File: config.mk
export PLATFORM = sky130hd
export DESIGN_NAME = uart_tx_fifo
export DESIGN_NICKNAME = d
export VERILOG_FILES = /design/src/rtl/uart_tx_fifo.sv
export SDC_FILE = /design/constraint.sdc
export NUM_CORES = 1
export LEC_CHECK = 0
export BUFFER_PORTS_ARGS = -buffer_cell sky130_fd_sc_hd__buf_2
export CAP_MARGIN = 0
export CORE_MARGIN = 2
export CORE_UTILIZATION = 54
export DETAILED_ROUTE_END_ITERATION = 7
export MAX_ROUTING_LAYER = met4
export PLACE_DENSITY = 0.73
export SLEW_MARGIN = 10
export SYNTH_ARGS = -nofsm -noshare
export SYNTH_HDL_FRONTEND = slang
export SYNTH_SLANG_ARGS = --single-unit
File: constraint.sdc
create_clock -name CLOCK -period 2.48 [get_ports CLOCK]
set_input_delay 0.496 -clock CLOCK [delete_from_list [all_inputs] [get_ports CLOCK]]
set_output_delay 0.496 -clock CLOCK [all_outputs]
set_load 0.03 [all_outputs]
File: src/rtl/uart_tx_fifo.sv
// UART transmitter (start, 8 data bits LSB first, STOP_BITS stop bits) fed from a small byte FIFO.
// Define UART_TX_PARITY_EN to insert an even-parity bit between the data bits and the stop bit(s).
module uart_tx_fifo #(
    parameter int CLKS_PER_BIT = 100,
    parameter int STOP_BITS    = 1,
    parameter int FIFO_DEPTH   = 4
) (
    input  logic       CLOCK,
    input  logic       reset,
    input  logic [7:0] dataToSend,
    input  logic       sendData,
    output logic       TX,
    output logic       busy,
    output logic       fifoFull,
    output logic       overflow,
    output logic       txDone
);
    localparam int PTR_W = (FIFO_DEPTH > 1) ? $clog2(FIFO_DEPTH) : 1;
    localparam int CNT_W = PTR_W + 1;
    localparam logic [9:0]       LAST_TICK = 10'(CLKS_PER_BIT - 1);
    localparam logic [2:0]       LAST_STOP = 3'(STOP_BITS - 1);
    localparam logic [CNT_W-1:0] DEPTH     = CNT_W'(FIFO_DEPTH);

    typedef enum logic [2:0] {
        IDLE, START, DATA, STOP
`ifdef UART_TX_PARITY_EN
        , PARITY
`endif
    } stateT;

    stateT            state, stateNext;
    logic [9:0]       bitCnt, bitCntNext;
    logic [2:0]       bitIdx, bitIdxNext;
    logic [7:0]       shiftReg;
    logic [7:0]       fifoMem [FIFO_DEPTH];
    logic [PTR_W-1:0] wrPtr, rdPtr;
    logic [CNT_W-1:0] count;
    logic             pushOk, pop, bitEnd, txNext;
    logic [7:0]       popData;

    assign pushOk  = sendData && (count < DEPTH);
    assign bitEnd  = (bitCnt == LAST_TICK);
    // An empty FIFO can only be popped at the end of STOP, and then the byte is the one being written now.
    assign popData = (count == '0) ? dataToSend : fifoMem[rdPtr];

    // NOTE: the storage array is deliberately left unreset; pointers and count alone define its contents.
    always_ff @(posedge CLOCK) begin
        if (pushOk) fifoMem[wrPtr] <= dataToSend;
    end

    always_ff @(posedge CLOCK) begin
        if (reset) begin
            wrPtr    <= '0;
            rdPtr    <= '0;
            count    <= '0;
            overflow <= 1'b0;
        end else begin
            if (pushOk) wrPtr <= wrPtr + 1'b1;
            if (pop)    rdPtr <= rdPtr + 1'b1;
            if (pushOk && !pop)      count <= count + 1'b1;
            else if (pop && !pushOk) count <= count - 1'b1;
            if (sendData && !pushOk) overflow <= 1'b1;
        end
    end

    // NOTE: state is updated with non-blocking assignments so every register samples pre-edge values.
    always_ff @(posedge CLOCK) begin
        if (reset) begin
            state    <= IDLE;
            bitCnt   <= '0;
            bitIdx   <= '0;
            shiftReg <= '0;
            TX       <= 1'b1;
        end else begin
            state  <= stateNext;
            bitCnt <= bitCntNext;
            bitIdx <= bitIdxNext;
            TX     <= txNext;
            if (pop) shiftReg <= popData;
        end
    end

    // NOTE: every signal gets a default first so no path through the case can infer a latch.
    always_comb begin
        stateNext  = state;
        bitCntNext = bitEnd ? '0 : bitCnt + 1'b1;
        bitIdxNext = bitIdx;
        pop        = 1'b0;
        case (state)
            IDLE: begin
                bitCntNext = '0;
                if (count != '0) begin
                    pop       = 1'b1;
                    stateNext = START;
                end
            end
            START: begin
                if (bitEnd) begin
                    stateNext  = DATA;
                    bitIdxNext = '0;
                end
            end
            DATA: begin
                if (bitEnd) begin
                    bitIdxNext = bitIdx + 1'b1;
                    if (bitIdx == 3'd7) begin
                        bitIdxNext = '0;
`ifdef UART_TX_PARITY_EN
                        stateNext  = PARITY;
`else
                        stateNext  = STOP;
`endif
                    end
                end
            end
`ifdef UART_TX_PARITY_EN
            PARITY: begin
                if (bitEnd) begin
                    stateNext  = STOP;
                    bitIdxNext = '0;
                end
            end
`endif
            STOP: begin
                if (bitEnd) begin
                    bitIdxNext = bitIdx + 1'b1;
                    if (bitIdx == LAST_STOP) begin
                        bitIdxNext = '0;
                        if (count != '0 || pushOk) begin
                            pop       = 1'b1;
                            stateNext = START;
                        end else begin
                            stateNext = IDLE;
                        end
                    end
                end
            end
            default: begin
                stateNext  = IDLE;
                bitCntNext = '0;
                bitIdxNext = '0;
            end
        endcase
    end

    always_comb begin
        txNext = 1'b1;
        case (stateNext)
            START:   txNext = 1'b0;
            DATA:    txNext = shiftReg[bitIdxNext];
`ifdef UART_TX_PARITY_EN
            PARITY:  txNext = ^shiftReg;
`endif
            default: txNext = 1'b1;
        endcase
        busy     = (state != IDLE) || (count != '0);
        fifoFull = (count == DEPTH);
        txDone   = (state == STOP) && bitEnd && (bitIdx == LAST_STOP);
    end
endmodule

After elaboration in Yosys (flattened, before gate mapping):

Memories as Yosys holds them, arrays and structs flattened. A register that Yosys moved wholly into a read port is not among the register bits.
Cells that the tools add are included.

* bitwise logic cells: 1
* equality and inequality tests: 8
* add/subtract/negate cells: 6
* muxes and demuxes: 29
* reductions and logical operators: 18
* $lt $le $gt $ge: 2

Operators by type and width (number)
* 3-bit two-way mux: 13
* 3-bit case mux with 4 select lines: 2
* 10-bit by 1-bit adder with 10-bit output (second input constant): 1
* 10-bit by 7-bit == test with 1-bit output (second input constant): 1
* 3-bit by 2-bit == test with 1-bit output (second input constant): 3
* 3-bit logical NOT: 3
* 1-bit two-way mux: 8
* 8-bit two-way mux: 1
* 3-bit by 1-bit adder with 3-bit output (second input constant): 2
* 3-bit by 1-bit == test with 1-bit output (second input constant): 2
* 3-bit == test (second input constant): 2
* 1-bit logical AND: 6
* 3-bit nonzero test: 2
* 3-bit OR reduction: 2
* 2-bit by 1-bit adder with 2-bit output (second input constant): 2
* 3-bit by 4-bit < comparator with 1-bit output (second input constant): 1
* 2-bit two-way mux: 2
* 1-bit case mux with 2 select lines: 2
* 1-bit binary-select mux with 3-bit select: 1
* 3-bit < comparator (second input constant): 1
* 3-bit by 1-bit subtractor with 3-bit output (second input constant): 1
* 1-bit logical NOT: 2
* 1-bit logical OR: 2
* 2-bit nonzero test: 1
* 1-bit inverter: 1

* memories kept: 1
* input port bits: 11
* output and inout port bits: 5
* memory bits (writable): 32
* register bits after elaboration: 33
* word-level logic and storage cells: 74

Memories
* fifoMem: depth 4, bits a word 8, rd ports 1, clocked after Yosys merged registers in 1, write ports 1, RTL line 35 `logic [7:0] fifoMem [FIFO_DEPTH];`

Logic depth before layout (Yosys ltp):

* word-level depth: 10
* mapped depth: 13
* gate-level depth less buffers: 12

Least setup slack after synthesis:

OpenSTA, ideal clock, no wires.

* path type: register -> register
* start: register bitCnt[0]
* end: register count[2]
* path buffers: 1
* required time: 2409 ps
* path slack: -258 ps
* library setup time: 71 ps
* period minus slack after synthesis: 2738 ps
* stages on the path, launching flop included: 14
* data arrival time: 2667 ps
* path through: dfxtp_1 -> ha_1 -> nand4bb_1 -> nor4_2 -> nand4_1 -> a21oi_2 -> buf_2 -> inv_1 -> ha_1 -> inv_1 -> fa_1 -> xor2_1 -> or3_1 -> a21oi_1

* word-level cells in the longest chain between the ends: 6
* elaborated cells on any way between the ends: 8
* classes of those cells: eq/ne (1); mux (3); reduce/logical (4)

Ends and longest elaborated chain
* start, declared: RTL line 32 `logic [9:0] bitCnt, bitCntNext;`
* start signal, assigned: RTL line 76 `bitCnt <= bitCntNext;`
* 10-bit by 7-bit == test with 1-bit output *: RTL line 42 `assign bitEnd = (bitCnt == LAST_TICK);`
* 1-bit two-way mux *: RTL line 125 `if (bitEnd) begin`
* 1-bit case mux with 2 select lines *: RTL line 89 `case (state)`
* 1-bit logical NOT: RTL line 60 `if (pushOk && !pop) count <= count + 1'b1;`
* 1-bit logical AND: RTL line 60
* 3-bit two-way mux / 2-bit nonzero test (equally long branches)
* end signal, assigned: RTL line 60
* end signal, assigned: RTL line 61 `else if (pop && !pushOk) count <= count - 1'b1;`
* end, declared: RTL line 37 `logic [CNT_W-1:0] count;`

Every way passes the cells marked *; elsewhere a longest branch is shown, timed or not.
A chain may end at the register's enable or synchronous reset.

Worst setup path in the final report:

* start: register bitCnt[7]
* end: output port txDone

* word-level cells in the longest chain between the ends: 3

Ends and longest elaborated chain
* 10-bit by 7-bit == test with 1-bit output: RTL line 42
* 1-bit logical AND (2 in series): RTL line 158 `txDone = (state == STOP) && bitEnd && (bitIdx == LAST_STOP);`
* end, declared: RTL line 16 `output logic txDone`

Every way passes these cells.

==> results.ini <==
[timing]
setup_repair_after_global_routing_missed_its_margin=false
fmaxAchievable_mhz=432
worst_pin_slew_ns=0.561
fin_ws_ns=0.167
max-slew-margin-rel_pct=62.5
finalClockSkew_ns=0.00967
timing_hold_violations_final=0
setup_tns_ns=0
slew_viol_final=0
period_needed_ns=2.31
holdWs_ns=0.387
setup-violations-final=0
layout_worst_path_cycle_share_pct=93.3

[die]
die_x_um=77.1
placeableCoreArea_sq_mm=0.00514
initial_core_util_pct=56.2
floorplan.rows=26
die_height_um=77.1
floorplan.die_area_sq_mm=0.00595
num_io_pins=16

[routing]
routed-via-count=1717
avgViaCountPerCell=5.27
remaining_drc_errors=0
antenna_violating_nets_post_route=0
routed_wire_length_per_instance_um=14.7
drtIter0Drc=59
routed_wirelength_um=4790
first_pass_iteration_count_of_the_detailed_router=4

[worst_setup_path]
cp_slowest_cell=sky130_fd_sc_hd__dfxtp_1
start_kind=flop
critical_path_required_ns=1.98
crit_path_max_fanout=4
timing.critical_path.slowest_cell_delay_ns=0.33
endpoint_kind=primary output
path_class=flop to primary output
worstPathCellList=nand4bb_2, nor4_4, buf_4, nand3_1, nor2_1, clkbuf_4
crit_arrival_ns=1.82

[cells_and_area]
finalInstanceArea_sq_mm=0.00332
area_growth_pct=15.1
layout.cells.most_common=sky130_fd_sc_hd__nor2_1
filler_cell_count=414
antenna-diode-count=0
num-nets-final=272
layout-drive-gt1-share_pct=24.2
most-common-layout-cells=33 x sky130_fd_sc_hd__nor2_1, 32 x sky130_fd_sc_hd__dfxtp_1, 32 x sky130_fd_sc_hd__edfxtp_1

[clock_network]
worst_skew_pair.late_latency_ns=0.34
clkSinkCount=67
clk_root_buffer_cell=sky130_fd_sc_hd__clkbuf_8
ctsLongestPathBuffers=2
htree_num_levels=3
clkTransAtPathRegs_ns=0.07
cts_made_buffers=9
tritoncts=built

[power]
total_power_after_layout_mw=3.20
p_leak_nw=1.19
power_density_mw_per_mm2=963
vdd_ir_drop_max_v=0.000513

[global_routing]
largest_net_degree_at_the_start_of_global_routing=20
grt_pass1_vias=1731
groute.usage.overall_pct=19.0
antenna_found_initial=0
globalRouteOverflowTotal=0
wire_length_of_the_first_global_routing_pass_um=8200

[logic_synthesis]
synth_seq_area_share_pct=57.5
postSynthRegisterBits=67
synth_area_per_cell_sq_um=12.6
ys_warn_count=0
netlist-cell-type-count=43
synth_ff_type=sky130_fd_sc_hd__dfxtp_1
syn_nets=250
synth_cells=229
syn-cell-area_sq_mm=0.00289
synth_enable_flop_cells=32
async_flop_share_pct=0

[status]
run_status=finished clean

[hold_path]
hold_path.class=primary input to flop

[placement]
detailed_place_hpwl_um=3290
place_area_sq_mm=0.00311
place.gp.congestion=0.839
post-place-ws_ns=0.0416
portBuffers=15

[job]
timing.max_cap.violations=0

-- report_power, final --
group	leakage, nW	switching [mW]	internal (mW)
clock network	0.0866	0.407	0.464
logic	0.526	0.443	0.428
registers	0.580	0.136	1.32
-- timing repair --
action | in CTS | in global routing
setup buffers | 1 | 0
pin swaps | 1 | 3
setup endpoints to repair | 1 | 3
hold buffers | 0 | 0
gates resized for setup | 0 | 5
-- layer usage --
metal | vias to the layer above | GRT usage (%) | share of wire (%)
li1 | 869 | - | -
met1 | 814 | 23.4 | 47
met2 | 26 | 28.4 | 47
met3 | 8 | 7.18 | 3.9
met4 | 0 | 7.50 | 1.6
met5 | - | - | 0
-- worst max-delay path: cells and delay by family, from the launching register on --
family | cells | cell delay, ns
buffers and inverters | 2 | 0.37
DFF | 1 | 0.33
and+or+nand+nor | 4 | 0.78
-- logic make-up (layout without fill, tap and decap cells) --
logic type,Yosys count,in the layout,synth area share [%]
AND/OR/NAND/NOR,74,74,13.8
flip-flops,67,67,57.5
AO/OA/AOI/OAI,24,24,5.67
multiplexers,21,21,11.9
buffers and inverters,19,46,2.51
XOR/XNOR,13,13,3.94
adder cells (fa/ha/maj),10,10,4.59
other,1,1,0.130
-- state kept, by name, indices dropped and copies added, names as in the netlist, 2 cells and up, named ones only --
| signal | count |
|---|---|
| fifoMem | 32 |
| bitCnt | 10 |
| shiftReg | 8 |
| bitIdx | 3 |
| count | 3 |
| state | 3 |
| rdPtr | 2 |
| wrPtr | 2 |
-- area by class of cell --
cell class	count	area [sq um]	area share (%)
clock buffers	10	128	3.84
multi-input cells	143	1210	36.5
well taps	70	87.6	2.63
repair buffers	23	138	4.14
flip-flops and latches	67	1670	50.1
clock inverters	6	65.1	1.96
inverters	7	26.3	0.790
-- worst paths after layout --
path	start	end	slack, ns	cells past startpoint
hold / removal	dataToSend[0]	fifoMem[2][0]	0.39	1
setup reg to reg	bitIdx[0]	count[2]	0.17	13
setup / recovery	bitCnt[7]	txDone	0.17	6
hold reg to reg	bitCnt[0]	bitCnt[0]	0.43	1
-- stage by stage --
stage,utilization [%],std cells
after global placement,60.5,309
after global routing,64.7,326
final,64.7,326
after floorplan,-,229
after detailed placement,60.5,309
after CTS,64.4,326
-- Yosys cell counts (4+ instances only) --
library cell / instances / area share [%]
sky130_fd_sc_hd__edfxtp_1: 32 / 33
sky130_fd_sc_hd__and2_1: 4 / 0.87
sky130_fd_sc_hd__nand3_1: 8 / 1.4
sky130_fd_sc_hd__a21oi_1: 6 / 1.0
sky130_fd_sc_hd__clkbuf_1: 9 / 1.2
sky130_fd_sc_hd__nor2b_1: 4 / 0.87
sky130_fd_sc_hd__inv_1: 7 / 0.91
sky130_fd_sc_hd__mux2i_1: 11 / 3.8
sky130_fd_sc_hd__ha_1: 9 / 3.9
sky130_fd_sc_hd__xor2_1: 9 / 2.7
sky130_fd_sc_hd__nor2_1: 33 / 4.3
sky130_fd_sc_hd__a211oi_1: 8 / 2.1
sky130_fd_sc_hd__nand2_1: 4 / 0.52
sky130_fd_sc_hd__dfxtp_1: 35 / 24
sky130_fd_sc_hd__xnor2_1: 4 / 1.2
sky130_fd_sc_hd__mux4_2: 8 / 6.2
Note: power is estimated with default switching activity, not from simulation.
